--- config.mk ---
export PLATFORM = sky130hd
export DESIGN_NAME = vital_scan_ctrl
export DESIGN_NICKNAME = d
export VERILOG_FILES = /design/src/rtl/vital_pkg.sv /design/src/rtl/vital_debounce.sv /design/src/rtl/vital_scan_ctrl.sv
export SDC_FILE = /design/constraint.sdc
export NUM_CORES = 1
export LEC_CHECK = 0
export CORE_MARGIN = 10
export CORE_UTILIZATION = 40
export CTS_CLUSTER_DIAMETER = 150
export DETAILED_ROUTE_END_ITERATION = 7
export GPL_TIMING_DRIVEN = 0
export PLACE_DENSITY = 0.73
export SLEW_MARGIN = 20
export SYNTH_ARGS = -nofsm -noshare
export SYNTH_HDL_FRONTEND = slang
export SYNTH_HIERARCHICAL = 1
export SYNTH_SLANG_ARGS = --single-unit
--- constraint.sdc ---
create_clock -name clk -period 4.45 [get_ports clk]
set_clock_uncertainty 0.1 [all_clocks]
set_input_delay 0.89 -clock clk [delete_from_list [all_inputs] [get_ports clk]]
set_output_delay 0.89 -clock clk [all_outputs]
set_load 0.01 [all_outputs]
--- src/rtl/vital_pkg.sv ---
// Shared types and constants for the vital-sign scan controller.
package vital_pkg;

  // Scan sequencer states
  typedef enum logic [1:0] {
    ST_IDLE = 2'd0,
    ST_REQ  = 2'd1,
    ST_EVAL = 2'd2,
    ST_GAP  = 2'd3
  } state_t;

  // Patient age categories as presented on age_category / age_o
  typedef enum logic [1:0] {
    AGE_INFANT   = 2'b00,
    AGE_CHILD    = 2'b01,
    AGE_ADULT    = 2'b10,
    AGE_PREGNANT = 2'b11
  } age_t;

  localparam int unsigned NCH = 4;

  // Channel indices; also the bit positions in every 4-bit per-channel bus
  localparam logic [1:0] CH_ECG   = 2'd0;
  localparam logic [1:0] CH_TEMP  = 2'd1;
  localparam logic [1:0] CH_SPO2  = 2'd2;
  localparam logic [1:0] CH_SLEEP = 2'd3;

  function automatic logic [NCH-1:0] ch_onehot(input logic [1:0] ch);
    logic [NCH-1:0] v;
    v     = '0;
    v[ch] = 1'b1;
    return v;
  endfunction

endpackage

--- src/rtl/vital_debounce.sv ---
// Per-channel abnormal-scan debounce: saturating counter plus alarm flop.
module vital_debounce #(
  parameter int unsigned ALARM_CNT = 3
) (
  input  logic clk,
  input  logic rst_n,
  input  logic i_upd,   // end-of-scan evaluation strobe
  input  logic i_clr,   // discard history before applying this update
  input  logic i_abn,   // this scan was abnormal (classifier or sensor fault)
  output logic o_alarm
);

  localparam int unsigned CW = $clog2(ALARM_CNT + 1);
  localparam logic [CW-1:0] CNT_MAX = CW'(ALARM_CNT);

  logic [CW-1:0] r_cnt;
  logic [CW-1:0] w_base;
  logic [CW-1:0] w_next;

  // Next count: optional clear first, then reset on normal or saturating increment
  always_comb begin
    w_base = i_clr ? '0 : r_cnt;
    if (!i_abn) begin
      w_next = '0;
    end else if (w_base == CNT_MAX) begin
      w_next = CNT_MAX;
    end else begin
      w_next = w_base + 1'b1;
    end
  end

  // Counter and alarm update together, so alarm is valid the cycle after the strobe
  always_ff @(posedge clk or negedge rst_n) begin
    if (!rst_n) begin
      r_cnt   <= '0;
      o_alarm <= 1'b0;
    end else if (i_upd) begin
      r_cnt   <= w_next;
      o_alarm <= (w_next == CNT_MAX);
    end
  end

endmodule

--- src/rtl/vital_scan_ctrl.sv ---
// Periodic four-channel vital-sign scanner with per-channel timeout,
// classifier evaluation and debounced alarms.
module vital_scan_ctrl
  import vital_pkg::*;
#(
  parameter int unsigned SCAN_GAP  = 16,
  parameter int unsigned TIMEOUT   = 8,
  parameter int unsigned ALARM_CNT = 3
) (
  input  logic       clk,
  input  logic       rst_n,
  input  logic       start_en,
  input  logic [1:0] age_category,
  output logic [3:0] sens_req,
  input  logic [3:0] sens_vld,
  input  logic [7:0] sens_data,
  output logic [7:0] ecg_o,
  output logic [7:0] temp_o,
  output logic [7:0] spo2_o,
  output logic [7:0] sleep_o,
  output logic [1:0] age_o,
  input  logic [3:0] cls_ok,
  output logic [3:0] alarm,
  output logic [3:0] sensor_fault,
  output logic       scan_done,
  output logic       busy
);

  localparam int unsigned WW = (TIMEOUT  > 1) ? $clog2(TIMEOUT)  : 1;
  localparam int unsigned GW = (SCAN_GAP > 1) ? $clog2(SCAN_GAP) : 1;
  localparam logic [WW-1:0] WAIT_LAST = WW'(TIMEOUT - 1);
  localparam logic [GW-1:0] GAP_LAST  = GW'(SCAN_GAP - 1);

  state_t        r_state;
  state_t        w_next_state;
  logic [1:0]    r_ch;
  logic [WW-1:0] r_wait;
  logic [GW-1:0] r_gap;
  logic [7:0]    r_snap [NCH];
  logic [3:0]    r_fault;
  logic [1:0]    r_age;
  logic [1:0]    r_prev_age;
  logic          r_done;

  logic          w_vld_sel;
  logic          w_tmo;
  logic          w_adv;
  logic          w_gap_end;
  logic          w_latch;
  logic          w_eval;
  logic          w_age_chg;

  assign w_vld_sel = sens_vld[r_ch];
  assign w_tmo     = (r_wait == WAIT_LAST);
  assign w_adv     = (r_state == ST_REQ) && (w_vld_sel || w_tmo);
  assign w_gap_end = (r_state == ST_GAP) && (r_gap == GAP_LAST);
  assign w_latch   = start_en && ((r_state == ST_IDLE) || w_gap_end);
  assign w_eval    = (r_state == ST_EVAL);
  assign w_age_chg = (r_age != r_prev_age);

  // State register
  always_ff @(posedge clk or negedge rst_n) begin
    if (!rst_n) begin
      r_state <= ST_IDLE;
    end else begin
      r_state <= w_next_state;
    end
  end

  // Next-state logic; start_en only matters at scan boundaries
  always_comb begin
    w_next_state = r_state;
    case (r_state)
      ST_IDLE: if (start_en) w_next_state = ST_REQ;
      ST_REQ:  if (w_adv && (r_ch == CH_SLEEP)) w_next_state = ST_EVAL;
      ST_EVAL: w_next_state = ST_GAP;
      ST_GAP:  if (w_gap_end) w_next_state = start_en ? ST_REQ : ST_IDLE;
      default: w_next_state = ST_IDLE;
    endcase
  end

  // State-decoded outputs
  always_comb begin
    sens_req = '0;
    busy     = 1'b0;
    if (r_state == ST_REQ) begin
      sens_req = ch_onehot(r_ch);
    end
    if ((r_state == ST_REQ) || (r_state == ST_EVAL)) begin
      busy = 1'b1;
    end
  end

  // Channel index, per-channel wait counter and age latch
  always_ff @(posedge clk or negedge rst_n) begin
    if (!rst_n) begin
      r_ch   <= '0;
      r_wait <= '0;
      r_age  <= AGE_INFANT;
    end else if (w_latch) begin
      r_ch   <= '0;
      r_wait <= '0;
      r_age  <= age_category;
    end else if (w_adv) begin
      r_ch   <= r_ch + 1'b1;
      r_wait <= '0;
    end else if (r_state == ST_REQ) begin
      r_wait <= r_wait + 1'b1;
    end
  end

  // Inter-scan gap counter
  always_ff @(posedge clk or negedge rst_n) begin
    if (!rst_n) begin
      r_gap <= '0;
    end else if (w_eval) begin
      r_gap <= '0;
    end else if (r_state == ST_GAP) begin
      r_gap <= r_gap + 1'b1;
    end
  end

  // Snapshot capture and fault flags; valid takes priority over timeout
  always_ff @(posedge clk or negedge rst_n) begin
    if (!rst_n) begin
      for (int unsigned i = 0; i < NCH; i++) begin
        r_snap[i] <= '0;
      end
      r_fault <= '0;
    end else if (r_state == ST_REQ) begin
      if (w_vld_sel) begin
        r_snap[r_ch]  <= sens_data;
        r_fault[r_ch] <= 1'b0;
      end else if (w_tmo) begin
        r_fault[r_ch] <= 1'b1;
      end
    end
  end

  // Age used by the last evaluated scan, and the end-of-scan pulse
  always_ff @(posedge clk or negedge rst_n) begin
    if (!rst_n) begin
      r_prev_age <= AGE_INFANT;
      r_done     <= 1'b0;
    end else begin
      r_done <= w_eval;
      if (w_eval) begin
        r_prev_age <= r_age;
      end
    end
  end

  for (genvar g = 0; g < NCH; g++) begin : g_deb
    vital_debounce #(
      .ALARM_CNT (ALARM_CNT)
    ) u_deb (
      .clk     (clk),
      .rst_n   (rst_n),
      .i_upd   (w_eval),
      .i_clr   (w_age_chg),
      .i_abn   (~cls_ok[g] | r_fault[g]),
      .o_alarm (alarm[g])
    );
  end

  assign ecg_o        = r_snap[CH_ECG];
  assign temp_o       = r_snap[CH_TEMP];
  assign spo2_o       = r_snap[CH_SPO2];
  assign sleep_o      = r_snap[CH_SLEEP];
  assign age_o        = r_age;
  assign sensor_fault = r_fault;
  assign scan_done    = r_done;

endmodule

# Word-level counts from Yosys, hierarchy flattened
# Index checks and enable logic that the tools add are counted.
# classes
n_addsub,7
magnitude_cmp,4
n_eq_ne,18
mux,35
bitwise,12
reduce_logical,17
# ops
op,n
$mux W2,17
$bwmux W32,1
$eq A2 B2 Y1 const B,11
$mux W4,5
$demux W8 S2,1
$add A2 B1 Y2 const B,5
$mux W3,3
$mux W8,1
$pmux W2 S4,1
$logic_and A1 B1 Y1,6
$ne A2 B2 Y1 const B,3
$reduce_bool A2 Y1,3
$add A4 B1 Y4 const B,1
$and A4 B4 Y4,1
$eq A4 B4 Y1 const B,1
$mux W1,4
$not A1 Y1,4
$not A4 Y4,1
$or A1 B1 Y1,4
$or A4 B4 Y4,1
$reduce_and A2 Y1,2
$add A3 B1 Y3 const B,1
$eq A3 B3 Y1 const B,1
$ge A3 B3 Y1 const B,1
other kinds (12),14
# word_totals
register_bits,64
inputBits,21
out_inout_bits,48
elab_cells,113

# Logic depth before layout (Yosys ltp)
# logic_depth
ltp_word,7
mapped_depth,7
depth_no_buf,5

# Cells and area by module
# Netlist, hierarchy kept.
# modules_own_cells
mod,instances,cells_per_inst,area_per_inst_um2
vital_scan_ctrl,1,173,2349.8
vital_debounce,4,12,125.1

# Worst setup path before layout
# Ideal clock, no wire load.
# synth_timing
kind,input to register
from,input sens_vld[3]
to,register r_snap (netlist bit sleep_o[0])
setup_time_ps,125
arrival_ps,2022
setup_slack_ps,2203
cell_stages,4
n_path_buf,1
path_cell_list,mux4_2 > buf_6 > nand2_4 > mux2_2
# synth_via
elab_chain_cells,3
# synth_lines
element,line_no,source
"start, declared",vital_scan_ctrl.sv:15,"input logic [3:0] sens_vld,"
$bmux W1 S2,vital_scan_ctrl.sv:53,assign w_vld_sel = sens_vld[r_ch];
$mux W1 (not written as such),vital_scan_ctrl.sv:53,
$reduce_and A2 Y1 (no line),--,
"end signal, assigned by index",vital_scan_ctrl.sv:132,r_snap[r_ch] <= sens_data;
"end, declared",vital_scan_ctrl.sv:39,logic [7:0] r_snap [NCH];
# No other way between the ends. The select of a mux whose other input is x is not followed.
# A chain may end at the register's enable or synchronous reset.

# Worst setup path in the final report
# layout_timing
from,register r_state[1]
to,output sens_req[3]
# layout_via
elab_chain_cells,2
# layout_lines
element,line_no,source
"start, declared",vital_scan_ctrl.sv:34,state_t r_state;
"start signal, assigned",vital_scan_ctrl.sv:66,r_state <= w_next_state;
$eq A2 B1 Y1,vital_scan_ctrl.sv:86,if (r_state == ST_REQ) begin
$mux W4,vital_scan_ctrl.sv:86,
"end, declared",vital_scan_ctrl.sv:14,"output logic [3:0] sens_req,"
# No other way between the ends.

==> flow_summary.json <==
{
  "fmax_ghz": 0.306,
  "path_max_fanout": 10,
  "wire_per_inst_um": 15.7,
  "ant_nets": 0,
  "status": "finished clean",
  "vias": 1935,
  "finalInstanceArea_um2": 3870,
  "grt_max_degree": 40,
  "hold_violations": 0,
  "cts_root_buf": "clkbuf_8",
  "tightestPinTransition_ns": 0.610,
  "dp.final_hpwl_um": 4680,
  "slew_headroom_pct": 59.3,
  "crit_chain": "inv_1 > ha_1 > buf_2 > and2_1 > clkbuf_1 > clkdlybuf4s50_1",
  "antenna_found_initial": 0,
  "fp.dieH_um": 104,
  "fin_hold_ws_ns": 0.354,
  "post_drt_via_cell_ratio": 4.81,
  "timing.final.ws_setup_ns": 1.18,
  "ys_ff_latch": 64,
  "cts.htree.levels": 3,
  "ctsResizeCount": 0,
  "rsz0062_at_grt": "no",
  "layout.area.seq_um2": 1600,
  "io_buffers": 68,
  "antenna_cells": 0,
  "cp_data_required_time_ns": 3.46,
  "clockBufferDepth": 2,
  "fillers": 593,
  "synth_seq_area_share_pct": 56.2,
  "hold_buffers": 0,
  "pwr_density_cell_nw_per_um2": 738,
  "finalCriticalPeriod_ns": 3.27,
  "routabilityCongestion": 0.720,
  "power_leakage_uw": 0.00169,
  "nets": 334,
  "dpl_cell_area_um2": 3670,
  "crit_start": "r_state[1]",
  "drv_cap": 0,
  "cp-start-kind": "flop",
  "slowest_delay_ns": 0.60,
  "drt_pre_antenna_iters": 4,
  "avgSynthCellArea_um2": 12.9,
  "post_cts_buffers": 0,
  "finalWirelength_um": 6320,
  "cp_num_cells": 6,
  "vdd_drop_max_mv": 0.341,
  "place_ws_ns": 1.51,
  "r2r_end": "sleep_o[7]",
  "crit_arrival_ns": 2.28,
  "ys_warn_count": 6,
  "cp_slowest_cell": "clkdlybuf4s50_1",
  "row_count": 30,
  "start_util_pct": 41.5,
  "netlist_area_um2": 2850,
  "rr_worst_depth": 7,
  "ios": 69,
  "grt_pass1_wl_um": 10900,
  "timing.rr.start": "r_state[1]",
  "die_area_um2": 10900,
  "setup_viol": 0,
  "slew_violations": 0,
  "drt_iter0_drc": 32,
  "synth_edf_count": 0,
  "cts.sinks": 64,
  "dieWidth_um": 104,
  "coreArea_um2": 6870,
  "syn_nets": 254,
  "fin_crit_sh_pct": 73.5,
  "crit_end": "sens_req[3]",
  "synth.distinct_cells": 31,
  "ys.flop_type": "dfrtp_1",
  "min_path_type": "input pin to asynchronous set/reset pin",
  "grt_pass1_vias": 2146,
  "multi_input_area_um2": 1180,
  "synthCells": 221,
  "async_reset_ff_share_pct": 100,
  "report.power.total_uw": 2850,
  "worst-setup-path-type": "flop to output port",
  "clock_latency_ns": 0.33,
  "cts_tree": "built",
  "cp_top_family": "buffers and inverters",
  "path_clk_slew_ns": 0.07,
  "cts_made_buffers": 9,
  "worst_setup_path_end_kind": "output port",
  "tns_ns": 0,
  "reg2reg_slack_ns": 2.44,
  "grt_util_all_layers_pct": 12.3,
  "drive_above_1_share_pct": 22.2,
  "worst-path-buf-inv": 4,
  "area_growth_pct": 35.6,
  "drc": 0,
  "gr-total-overflow": 0
}
==> per-layer routing <==
metal / share of wire [%] / GRT usage (%) / vias to the layer above
met4: 0.43 / 2.98 / 0
met3: 12 / 9.11 / 3
met2: 47 / 18.9 / 59
met1: 40 / 13.3 / 950
met5: 0 / 0 / -
li1: - / - / 923
==> how the worst min path moves through the flow <==
stage                            start                       to  slack [ns]  depth (start not counted)
2_1_floorplan  g_deb[0].u_deb/r_cnt[0]  g_deb[0].u_deb/r_cnt[0]        0.35                          1
3_3_place_gp   g_deb[3].u_deb/r_cnt[0]  g_deb[3].u_deb/r_cnt[0]        0.37                          1
3_5_place_dp   g_deb[3].u_deb/r_cnt[0]  g_deb[3].u_deb/r_cnt[0]        0.38                          1
4_1_cts                          rst_n                temp_o[3]        0.34                          1
5_1_grt                          rst_n               sleep_o[3]        0.34                          1
6_report                         rst_n                temp_o[4]        0.35                          1
==> cells by family after synthesis <==
kind of cell             Yosys count  share of synthesized area (%)
flip-flops                        64                           56.2
multiplexers                      45                           18.0
AND/OR/NAND/NOR                   43                           8.91
AO/OA/AOI/OAI                     34                           7.16
buffers and inverters             17                           2.63
adder cells (fa/ha/maj)           12                           5.27
XOR/XNOR                           6                           1.84
==> cells in the mapped netlist (4+ instances only) <==
| cell | count | area [um2] |
|---|---|---|
| nand2b_1 | 10 | 62.6 |
| a31oi_1 | 4 | 25.0 |
| and2_1 | 4 | 25.0 |
| xnor2_1 | 4 | 35.0 |
| a21oi_1 | 19 | 95.1 |
| inv_1 | 9 | 33.8 |
| ha_1 | 12 | 150 |
| mux2_2 | 36 | 405 |
| dfrtp_1 | 64 | 1600 |
| o22ai_1 | 4 | 25.0 |
| mux2i_1 | 7 | 70.1 |
| nor2_1 | 13 | 48.8 |
| clkbuf_1 | 4 | 15.0 |
| nand2_1 | 6 | 22.5 |
==> final cells by class <==
type                            instances  area share, %
Buffer                                  8           1.07
Clock buffer                            9           3.20
Tap cell                               96           3.11
Multi-Input combinational cell        140           30.4
Inverter                                9          0.874
Sequential cell                        64           41.4
Timing Repair Buffer                   69           18.1
Clock inverter                          7           1.84
==> per-stage QoR <==
step / cells / utilization, %
final: 402 / 56.3
after floorplan: 221 / -
after global routing: 402 / 56.3
after detailed placement: 386 / 53.4
after CTS: 402 / 56.2
after global placement: 385 / 53.2
==> worst register-to-register path: stages (launching register included) <==
cell      delay (ns)
dfrtp_1         0.43
inv_1           0.12
ha_1            0.19
buf_2           0.22
and2_1          0.16
clkbuf_1        0.23
nand2_4         0.15
mux2_2          0.30
==> power by group <==
group / switching (uW) / internal [uW] / total, uW
sequential: 175 / 855 / 1030
clock: 234 / 258 / 492
combinational: 590 / 742 / 1330
==> layout by cell type, fill, tap and decap left out, drive strengths merged <==
master / instances
a22o: 1
nand2: 10
mux2: 37
buf: 6
clkinv: 2
and2: 4
dfrtp: 64
xor2: 2
o21ai: 2
clkinvlp: 3
ha: 12
a211oi: 1
xnor2: 4
a31oi: 4
o22ai: 4
nor2: 14
mux4: 1
nor3: 1
bufinv: 1
clkdlybuf4s50: 67
a41oi: 1
mux2i: 7
inv: 10
a21oi: 19
nand4: 1
nand3: 3
a211o: 1
clkbuf: 13
a22oi: 1
nand2b: 10
==> state kept, by name (all words and copies together) (netlist names), named ones only <==
signal / count
ecg_o: 8
g_deb.u_deb/r_cnt: 8
sleep_o: 8
spo2_o: 8
temp_o: 8
g_deb.u_deb/o_alarm: 4
r_gap: 4
r_wait: 3
age_o: 2
r_ch: 2
r_prev_age: 2
r_state: 2
scan_done: 1
(Power assumes the default switching activity.)
